<file path="config.mk">
export PLATFORM = sky130hd
export DESIGN_NAME = wb_ctrl_pipe_flat
export DESIGN_NICKNAME = d
export VERILOG_FILES = /design/src/rtl/wb_ctrl_pipe_if.sv /design/src/rtl/wb_ctrl_pipe.sv /design/src/flat_wrapper.sv
export SDC_FILE = /design/constraint.sdc
export NUM_CORES = 1
export LEC_CHECK = 0
export CORE_UTILIZATION = 44
export DETAILED_ROUTE_END_ITERATION = 6
export PLACE_DENSITY = 0.85
export SETUP_SLACK_MARGIN = 0.1
export SLEW_MARGIN = 15
export SYNTH_ARGS = -nofsm -noshare
export SYNTH_HDL_FRONTEND = slang
export SYNTH_SLANG_ARGS = --single-unit
</file>
<file path="constraint.sdc">
create_clock -name clk -period 2.15 [get_ports clk]
set_input_delay 0.645 -clock clk [delete_from_list [all_inputs] [get_ports clk]]
set_output_delay 0.645 -clock clk [all_outputs]
set_load 0.005 [all_outputs]
</file>
<file path="src/rtl/wb_ctrl_pipe_if.sv">
// wb_ctrl_pipe_if: decode inputs and W-stage/forwarding outputs of the write-back controller
interface wb_ctrl_pipe_if #(
  parameter int ADDR_W     = 5,
  parameter int PIPE_DEPTH = 1
);
  logic                         valid_in;
  logic [5:0]                   op;
  logic [5:0]                   funct;
  logic [ADDR_W-1:0]            rt;
  logic [ADDR_W-1:0]            rd;
  logic                         stall;
  logic                         flush;
  logic                         valid_out;
  logic                         reg_write;
  logic [1:0]                   reg_dst;
  logic [2:0]                   mem_to_reg;
  logic [2:0]                   load_ext;
  logic [ADDR_W-1:0]            wr_addr;
  logic [PIPE_DEPTH-1:0]        fwd_we;
  logic [PIPE_DEPTH*ADDR_W-1:0] fwd_addr;
  modport master (
    output valid_in, op, funct, rt, rd, stall, flush,
    input  valid_out, reg_write, reg_dst, mem_to_reg, load_ext, wr_addr, fwd_we, fwd_addr
  );
  modport slave (
    input  valid_in, op, funct, rt, rd, stall, flush,
    output valid_out, reg_write, reg_dst, mem_to_reg, load_ext, wr_addr, fwd_we, fwd_addr
  );
endinterface

</file>
<file path="src/rtl/wb_ctrl_pipe.sv">
// wb_ctrl_pipe: MIPS write-back control decode carried through PIPE_DEPTH stages with stall/flush.
// Optional retire counter output enabled by defining WB_RETIRE_CNT_EN.
module wb_ctrl_pipe #(
  parameter int ADDR_W     = 5,
  parameter int LINK_REG   = 31,
  parameter int PIPE_DEPTH = 1
) (
  input  logic              clk,
  input  logic              rst_n,
  wb_ctrl_pipe_if.slave     bus
`ifdef WB_RETIRE_CNT_EN
  ,
  output logic [31:0]       retire_cnt
`endif
);
  typedef struct packed {
    logic              v;
    logic              we;
    logic [1:0]        dst;
    logic [2:0]        m2r;
    logic [2:0]        ext;
    logic [ADDR_W-1:0] wa;
  } stage_t;

  if (PIPE_DEPTH < 1 || PIPE_DEPTH > 4) begin : g_bad_depth
    $error("wb_ctrl_pipe: PIPE_DEPTH must be 1..4");
  end

  logic       dec_we;
  logic [1:0] dec_dst;
  logic [2:0] dec_m2r;
  logic [2:0] dec_ext;
  stage_t     dec;
  stage_t [PIPE_DEPTH-1:0] pipe_d, pipe_q;
  stage_t     last;

  always_comb begin
    dec_we  = 1'b0;
    dec_dst = 2'd0;
    dec_m2r = 3'd0;
    dec_ext = 3'd0;
    case (bus.op)
      6'b001001, 6'b001011, 6'b001101: dec_we = 1'b1;
      6'b001111: begin dec_we = 1'b1; dec_m2r = 3'd2; end
      6'b100011: begin dec_we = 1'b1; dec_m2r = 3'd1; end
      6'b100000: begin dec_we = 1'b1; dec_m2r = 3'd1; dec_ext = 3'd1; end
      6'b100100: begin dec_we = 1'b1; dec_m2r = 3'd1; dec_ext = 3'd2; end
      6'b100001: begin dec_we = 1'b1; dec_m2r = 3'd1; dec_ext = 3'd3; end
      6'b100101: begin dec_we = 1'b1; dec_m2r = 3'd1; dec_ext = 3'd4; end
      6'b000011: begin dec_we = 1'b1; dec_dst = 2'd2; dec_m2r = 3'd3; end
      6'b000000:
        case (bus.funct)
          6'b001000, 6'b011000, 6'b011001, 6'b011010, 6'b011011: dec_we = 1'b0;
          6'b001001: begin dec_we = 1'b1; dec_dst = 2'd1; dec_m2r = 3'd3; end
          6'b010000: begin dec_we = 1'b1; dec_dst = 2'd1; dec_m2r = 3'd4; end
          6'b010010: begin dec_we = 1'b1; dec_dst = 2'd1; dec_m2r = 3'd5; end
          default:   begin dec_we = 1'b1; dec_dst = 2'd1; end
        endcase
      default: dec_we = 1'b0;
    endcase
    dec.v   = bus.valid_in;
    dec.dst = dec_dst;
    dec.m2r = dec_m2r;
    dec.ext = dec_ext;
    dec.wa  = dec_dst == 2'd2 ? ADDR_W'(LINK_REG) : dec_dst == 2'd1 ? bus.rd : bus.rt;
    // $0 is hardwired, so a write to it is dropped here rather than at the register file
    dec.we  = dec_we && dec.wa != '0;
    if (!bus.valid_in) dec = '0;
  end

  always_comb begin
    pipe_d = pipe_q;
    if (bus.flush) pipe_d = '0;
    else if (!bus.stall) begin
      for (int i = PIPE_DEPTH - 1; i > 0; i--) pipe_d[i] = pipe_q[i-1];
      pipe_d[0] = dec;
    end
  end

  always_ff @(posedge clk or negedge rst_n)
    if (!rst_n) pipe_q <= '0;
    else pipe_q <= pipe_d;

  assign last           = pipe_q[PIPE_DEPTH-1];
  assign bus.valid_out  = last.v;
  assign bus.reg_write  = last.v & last.we;
  assign bus.reg_dst    = last.dst;
  assign bus.mem_to_reg = last.m2r;
  assign bus.load_ext   = last.ext;
  assign bus.wr_addr    = last.wa;

  always_comb begin
    bus.fwd_we   = '0;
    bus.fwd_addr = '0;
    for (int i = 0; i < PIPE_DEPTH; i++) begin
      bus.fwd_we[i]                   = pipe_q[i].v & pipe_q[i].we;
      bus.fwd_addr[i*ADDR_W +: ADDR_W] = pipe_q[i].wa;
    end
  end

`ifdef WB_RETIRE_CNT_EN
  logic [31:0] retire_cnt_d, retire_cnt_q;
  // an entry leaving the last stage retires even when flush kills the rest of the pipe
  always_comb retire_cnt_d = retire_cnt_q + {31'd0, last.v & ~bus.stall};
  always_ff @(posedge clk or negedge rst_n)
    if (!rst_n) retire_cnt_q <= '0;
    else retire_cnt_q <= retire_cnt_d;
  assign retire_cnt = retire_cnt_q;
`endif
endmodule

</file>
<file path="src/flat_wrapper.sv">
// flat-port wrapper written by rule: the top's interface ports become plain ports
module wb_ctrl_pipe_flat 
#(
  parameter int ADDR_W     = 5,
  parameter int LINK_REG   = 31,
  parameter int PIPE_DEPTH = 1
)
  (clk, rst_n, bus_valid_in, bus_op, bus_funct, bus_rt, bus_rd, bus_stall, bus_flush, bus_valid_out, bus_reg_write, bus_reg_dst, bus_mem_to_reg, bus_load_ext, bus_wr_addr, bus_fwd_we, bus_fwd_addr);
  wb_ctrl_pipe_if #(.ADDR_W(ADDR_W), .PIPE_DEPTH(PIPE_DEPTH)) bus_i ();
  input  logic clk;
  input  logic rst_n;
  input wire logic [$bits(bus_i.valid_in)-1:0] bus_valid_in;
  input wire logic [$bits(bus_i.op)-1:0] bus_op;
  input wire logic [$bits(bus_i.funct)-1:0] bus_funct;
  input wire logic [$bits(bus_i.rt)-1:0] bus_rt;
  input wire logic [$bits(bus_i.rd)-1:0] bus_rd;
  input wire logic [$bits(bus_i.stall)-1:0] bus_stall;
  input wire logic [$bits(bus_i.flush)-1:0] bus_flush;
  output wire logic [$bits(bus_i.valid_out)-1:0] bus_valid_out;
  output wire logic [$bits(bus_i.reg_write)-1:0] bus_reg_write;
  output wire logic [$bits(bus_i.reg_dst)-1:0] bus_reg_dst;
  output wire logic [$bits(bus_i.mem_to_reg)-1:0] bus_mem_to_reg;
  output wire logic [$bits(bus_i.load_ext)-1:0] bus_load_ext;
  output wire logic [$bits(bus_i.wr_addr)-1:0] bus_wr_addr;
  output wire logic [$bits(bus_i.fwd_we)-1:0] bus_fwd_we;
  output wire logic [$bits(bus_i.fwd_addr)-1:0] bus_fwd_addr;
  assign bus_i.valid_in = bus_valid_in;
  assign bus_i.op = bus_op;
  assign bus_i.funct = bus_funct;
  assign bus_i.rt = bus_rt;
  assign bus_i.rd = bus_rd;
  assign bus_i.stall = bus_stall;
  assign bus_i.flush = bus_flush;
  assign bus_valid_out = bus_i.valid_out;
  assign bus_reg_write = bus_i.reg_write;
  assign bus_reg_dst = bus_i.reg_dst;
  assign bus_mem_to_reg = bus_i.mem_to_reg;
  assign bus_load_ext = bus_i.load_ext;
  assign bus_wr_addr = bus_i.wr_addr;
  assign bus_fwd_we = bus_i.fwd_we;
  assign bus_fwd_addr = bus_i.fwd_addr;
  wb_ctrl_pipe #(.ADDR_W(ADDR_W), .LINK_REG(LINK_REG), .PIPE_DEPTH(PIPE_DEPTH)) u_core (.clk(clk), .rst_n(rst_n), .bus(bus_i));
endmodule
</file>
## Word-level counts from Yosys, hierarchy flattened

Cells that the tools add are included.

- Multiplexer cells: 12
- Reduce and logical (&&, ||, !) cells: 6
- Bitwise gates (word level): 1
- Equal/unequal tests: 21

Operators by type and width:

| cell | count |
|---|---|
| $mux W15 | 3 |
| $eq A6 B4 Y1 const B | 6 |
| $eq A6 B5 Y1 const B | 6 |
| $eq A6 B6 Y1 const B | 5 |
| $pmux W3 S4 | 2 |
| $mux W5 | 2 |
| $reduce_or A10 Y1 | 1 |
| $reduce_or A5 Y1 | 2 |
| $pmux W3 S3 | 1 |
| $eq A6 B2 Y1 const B | 1 |
| $logic_not A6 Y1 | 1 |
| $reduce_bool A5 Y1 | 1 |
| $pmux W2 S2 | 1 |
| $eq A2 B1 Y1 const B | 1 |
| $eq A2 B2 Y1 const B | 1 |
| $mux W1 | 2 |
| $ne A2 B1 Y1 const B | 1 |
| $pmux W1 S2 | 1 |
| $and A1 B1 Y1 | 1 |
| $logic_and A1 B1 Y1 | 1 |

- Bits in registers: 15
- Output and inout bits: 21
- Word-level logic and storage cells: 46
- Bits of input ports: 27

## Depth between registers and ports, before layout

Gate-level depths: netlist of the first run.

- Depth after elaboration: 12
- Gate-level depth with buffers: 5
- Depth with buffers taken out: 4

## Worst setup path after synthesis of the first run

OpenSTA, ideal clock, no wires.

- Path kind: in2reg
- Start point: input port bus_op[2]
- End point: register u_core.pipe_q (netlist bit u_core.last[13])
- Arrival time: 1829 ps
- Path buffers: 1
- Required time: 2063 ps
- Slack: 235 ps
- Stages: 5
- Library setup time: 87 ps
- Cells stage by stage: buf_4 -> or3_4 -> a2111oi_4 -> o21ai_1 -> o211ai_1

- Longest elaborated chain between the ends: 10
- Elaborated cells between the ends (all ways): 23
- Classes of those cells: eq/ne: 12; mux: 7; reduce/logical: 4

RTL lines:

| item | RTL line | source |
|---|---|---|
| start: declaration | flat_wrapper.sv:13 | `input wire logic [$bits(bus_i.op)-1:0] bus_op;` |
| $eq A6 B2 Y1 / $logic_not A6 Y1 (equally long branches) | wb_ctrl_pipe.sv:42 | `case (bus.op)` |
| $pmux W2 S2 | wb_ctrl_pipe.sv:42 |  |
| $eq A2 B1 Y1 | wb_ctrl_pipe.sv:65 | `dec.wa = dec_dst == 2'd2 ? ADDR_W'(LINK_REG) : dec_dst == 2'd1 ? bus.rd : bus.rt;` |
| $mux W5 (2 in series) | wb_ctrl_pipe.sv:65 |  |
| $reduce_bool A5 Y1 | wb_ctrl_pipe.sv:67 | `dec.we = dec_we && dec.wa != '0;` |
| $logic_and A1 B1 Y1 (*) | wb_ctrl_pipe.sv:67 |  |
| $mux W15 (*) | wb_ctrl_pipe.sv:68 | `if (!bus.valid_in) dec = '0;` |
| $mux W15 (*) | wb_ctrl_pipe.sv:74 | `else if (!bus.stall) begin` |
| $mux W15 (*) | wb_ctrl_pipe.sv:73 | `if (bus.flush) pipe_d = '0;` |
| end signal: assignment | wb_ctrl_pipe.sv:82 | `else pipe_q <= pipe_d;` |
| end: declaration | wb_ctrl_pipe.sv:34 | `stage_t [PIPE_DEPTH-1:0] pipe_d, pipe_q;` |

Mark *: on every way between the ends. The rest lies on a longest branch, timed or not. The select of a mux whose other input is x is not followed.
A chain may end at the register's enable or synchronous reset.

## Worst setup path in the final report of the first run

- Start point: input port bus_op[5]
- End point: register u_core.pipe_q (netlist bit u_core.bus.fwd_addr[1])

- Longest elaborated chain between the ends: 8
- Elaborated cells between the ends (all ways): 10
- Classes of those cells: eq/ne: 3; mux: 6; reduce/logical: 1

RTL lines:

| item | RTL line |
|---|---|
| $eq A6 B2 Y1 / $logic_not A6 Y1 (equally long branches) | wb_ctrl_pipe.sv:42 |
| $pmux W2 S2 (*) | wb_ctrl_pipe.sv:42 |
| $eq A2 B1 Y1 | wb_ctrl_pipe.sv:65 |
| $mux W5 | wb_ctrl_pipe.sv:65 |
| $mux W5 (*) | wb_ctrl_pipe.sv:65 |
| $mux W15 (*) | wb_ctrl_pipe.sv:68 |
| $mux W15 (*) | wb_ctrl_pipe.sv:74 |
| $mux W15 (*) | wb_ctrl_pipe.sv:73 |

Marks and branches as above.

==> qor.yml, run 1 <==
outcome: "finished clean"
cts_made_buffers: 3
syn_inst: 115
cts.hold.buffers_added: 0
clock_skew_ns: 0
stdcell_area_sq_mm: 0.00154
cts_tree: "built"
gr-total-overflow: 0
io_buffers: 47
crit_slowest_cell: "or3_1"
core_area_sq_mm: 0.00221
seq_area_frac_synth_pct: 36.5
antenna_found_initial: 0
top_usage_layer: "met2"
clockBufferDepth: 2
post-route-util_pct: 69.6
dp_slack_ns: -0.182
ant_nets: 0
num_vias: 1009
cp_max_fo: 7
antennaDiodeCount: 0
synth_warnings: 0
dp_cells: 185
fin_setup_tns_ns: 0
io_pins: 48
finalCritPeriodShare_pct: 93.4
critical_path.top_delay_family: "buffers and inverters"
die_height_um: 50.3
vias_per_cell: 5.34
tightestPinTransition_ns: 0.410
largest_reg_flops: 5
cap_viol_max_count: 0
synth-seq-cells: 15
powerDensity_mw_per_mm2: 394
clock_latency_ns: 0.27
crit_chain: "clkdlybuf4s50_1 > or3_1 > a2111oi_4 > buf_4 > nand2_1 > o211ai_1"
postSynthAreaPerCell_sq_um: 8.94
drt-initial-drc-count: 26
grt_pass1_wl_mm: 4.06
arrival_ns: 2.20
area_growth_pct: 49.6
grt_pass1_vias: 947
gp_congestion: 0.938
fin_ws_ns: 0.143
worstSetupPathType: "in -> reg"
synth_flop_cell: "dfrtp_1"
power_mw: 0.607
vdd_ir_drop_max_mv: 0.313
initial_core_util_pct: 46.5
die_area_sq_mm: 0.00253
max_freq_mhz: 498
synth_edf_count: 0
syn_nets: 142
cts_max_level: 1
cp_num_buf_inv: 2
syn_area_sq_mm: 0.00103
firstDrtPassIters: 7
worst_path_largest_cell_delay_ns: 0.50
dp_hpwl_mm: 2.15
grt_use_met2_pct: 39.8
synth_cell_types: 38
worstReg2RegStart: "u_core.bus.mem_to_reg[1]"
grtUsageMet3_pct: 0.909
cts_setup_buffers: 0
finalSetupViolations: 0
rows: 17
slew_viol_final: 0
drt_wl_total_mm: 2.57
cp-startpoint: "bus_op[5]"
wl_per_cell_um: 13.6
rsz0062_at_grt: "yes"
cts.sinks: 15
cts_resized: 0
worstHoldStart: "u_core.bus.reg_dst[0]"
drive_above_1_share_pct: 16.8
slew_headroom_pct: 72.3
critPathLaunchType: "input pin"
fin_crit_ns: 2.01
cp-end-kind: "register"
layout.nets: 189
hold_path_class: "reg -> reg"
required_ns: 2.34
die_width_um: 50.3
drc_errors: 0
finalHoldViolCount: 0
met1_usage_pct: 24.8
grt_max_degree: 9
leakagePower_nw: 0.622
stdcell_count: 189
place_area_sq_mm: 0.00150
path_clk_slew_ns: 0.08
hold_slack_ns: 0.498
root_buffer: "clkbuf_4"
async_flop_share_pct: 100
grt.total_usage_pct: 20.6
## worst reg2reg max path, delay by kind of cell, from the launching register on
kind	cells	cell delay, ns
AOI/OAI and AO/OA	1	0.27
and+or+nand+nor	1	0.09
DFF	1	0.42
## placed cells by master (no fill, tap or decap), drive strengths merged, types with 2 or more instances in the layout
| master | count |
|---|---|
| a21o | 2 |
| a21oi | 4 |
| a22oi | 3 |
| buf | 18 |
| clkbuf | 4 |
| clkdlybuf4s50 | 47 |
| dfrtp | 15 |
| nand2 | 13 |
| nand2b | 2 |
| nor2 | 10 |
| nor3 | 2 |
| nor3b | 2 |
| o211ai | 3 |
| o21ai | 10 |
| or3 | 2 |
| or4 | 3 |
| xor2 | 2 |
## power by group
group	leakage, nW	internal [mW]	switching [mW]
registers	0.207	0.287	0.00402
clock network	0.0150	0.0719	0.0845
logic	0.400	0.0955	0.0632
## final cells by class
class                   count  area, sq um
clock buffers               4         26.3
flip-flops and latches     15          375
repair buffers             65          606
multi-input cells          76          493
well taps                  28         35.0
fillers                   186          673
inverters                   1         3.75
## layer usage
metal	routed length (um)	share of wire, %
met1	1030	40
met2	1390	54
met3	137	5.3
met4	12	0.47
met5	0	0
## final timing paths
| path | endpoint | depth (start not counted) | slack [ns] |
|---|---|---|---|
| worst max-delay path | u_core.bus.fwd_addr[1] | 6 | 0.14 |
| worst min-delay path | u_core.bus.reg_dst[0] | 1 | 0.50 |
| worst max register to register | u_core.bus.mem_to_reg[1] | 2 | 1.26 |
| worst min register to register | u_core.bus.reg_dst[0] | 1 | 0.50 |
| max in group asynchronous | u_core.bus.load_ext[1] | 2 | 1.08 |
| min in group asynchronous | u_core.bus.fwd_addr[2] | 1 | 0.62 |
## logic make-up (layout without fill, tap and decap cells)
kind of cell	after synthesis	in the layout	share of synthesized area (%)
and+or+nand+nor	42	42	22.6
DFF	15	15	36.5
xor gates and xnor gates	3	3	2.56
AOI/OAI and AO/OA	31	31	21.5
buffers and inverters	24	70	16.8
## cell usage after synthesis, types with 2 or more instances
master	number	area share, %
a21o_1	2	1.5
a21oi_1	4	1.9
a22oi_1	3	2.2
buf_4	20	15
clkbuf_1	2	0.73
dfrtp_1	15	36
nand2_1	13	4.7
nand2b_1	2	1.2
nor2_1	10	3.7
nor3_1	2	0.97
nor3b_1	2	1.5
o211ai_1	3	2.2
o21ai_0	6	2.9
o21ai_1	4	1.9
or4_1	3	2.2
xor2_1	2	1.7
Power figures use the tool's default switching activity.
==> run 2, diff against run 1 <==
--- a/config.mk
+++ b/config.mk
@@ -9,7 +9,6 @@
 export DETAILED_ROUTE_END_ITERATION = 6
 export PLACE_DENSITY = 0.85
 export SETUP_SLACK_MARGIN = 0.1
-export SLEW_MARGIN = 15
 export SYNTH_ARGS = -nofsm -noshare
 export SYNTH_HDL_FRONTEND = slang
 export SYNTH_SLANG_ARGS = --single-unit
==> results of run 2 <==
The final DEF is identical to that of run 1; final timing and power are the same.
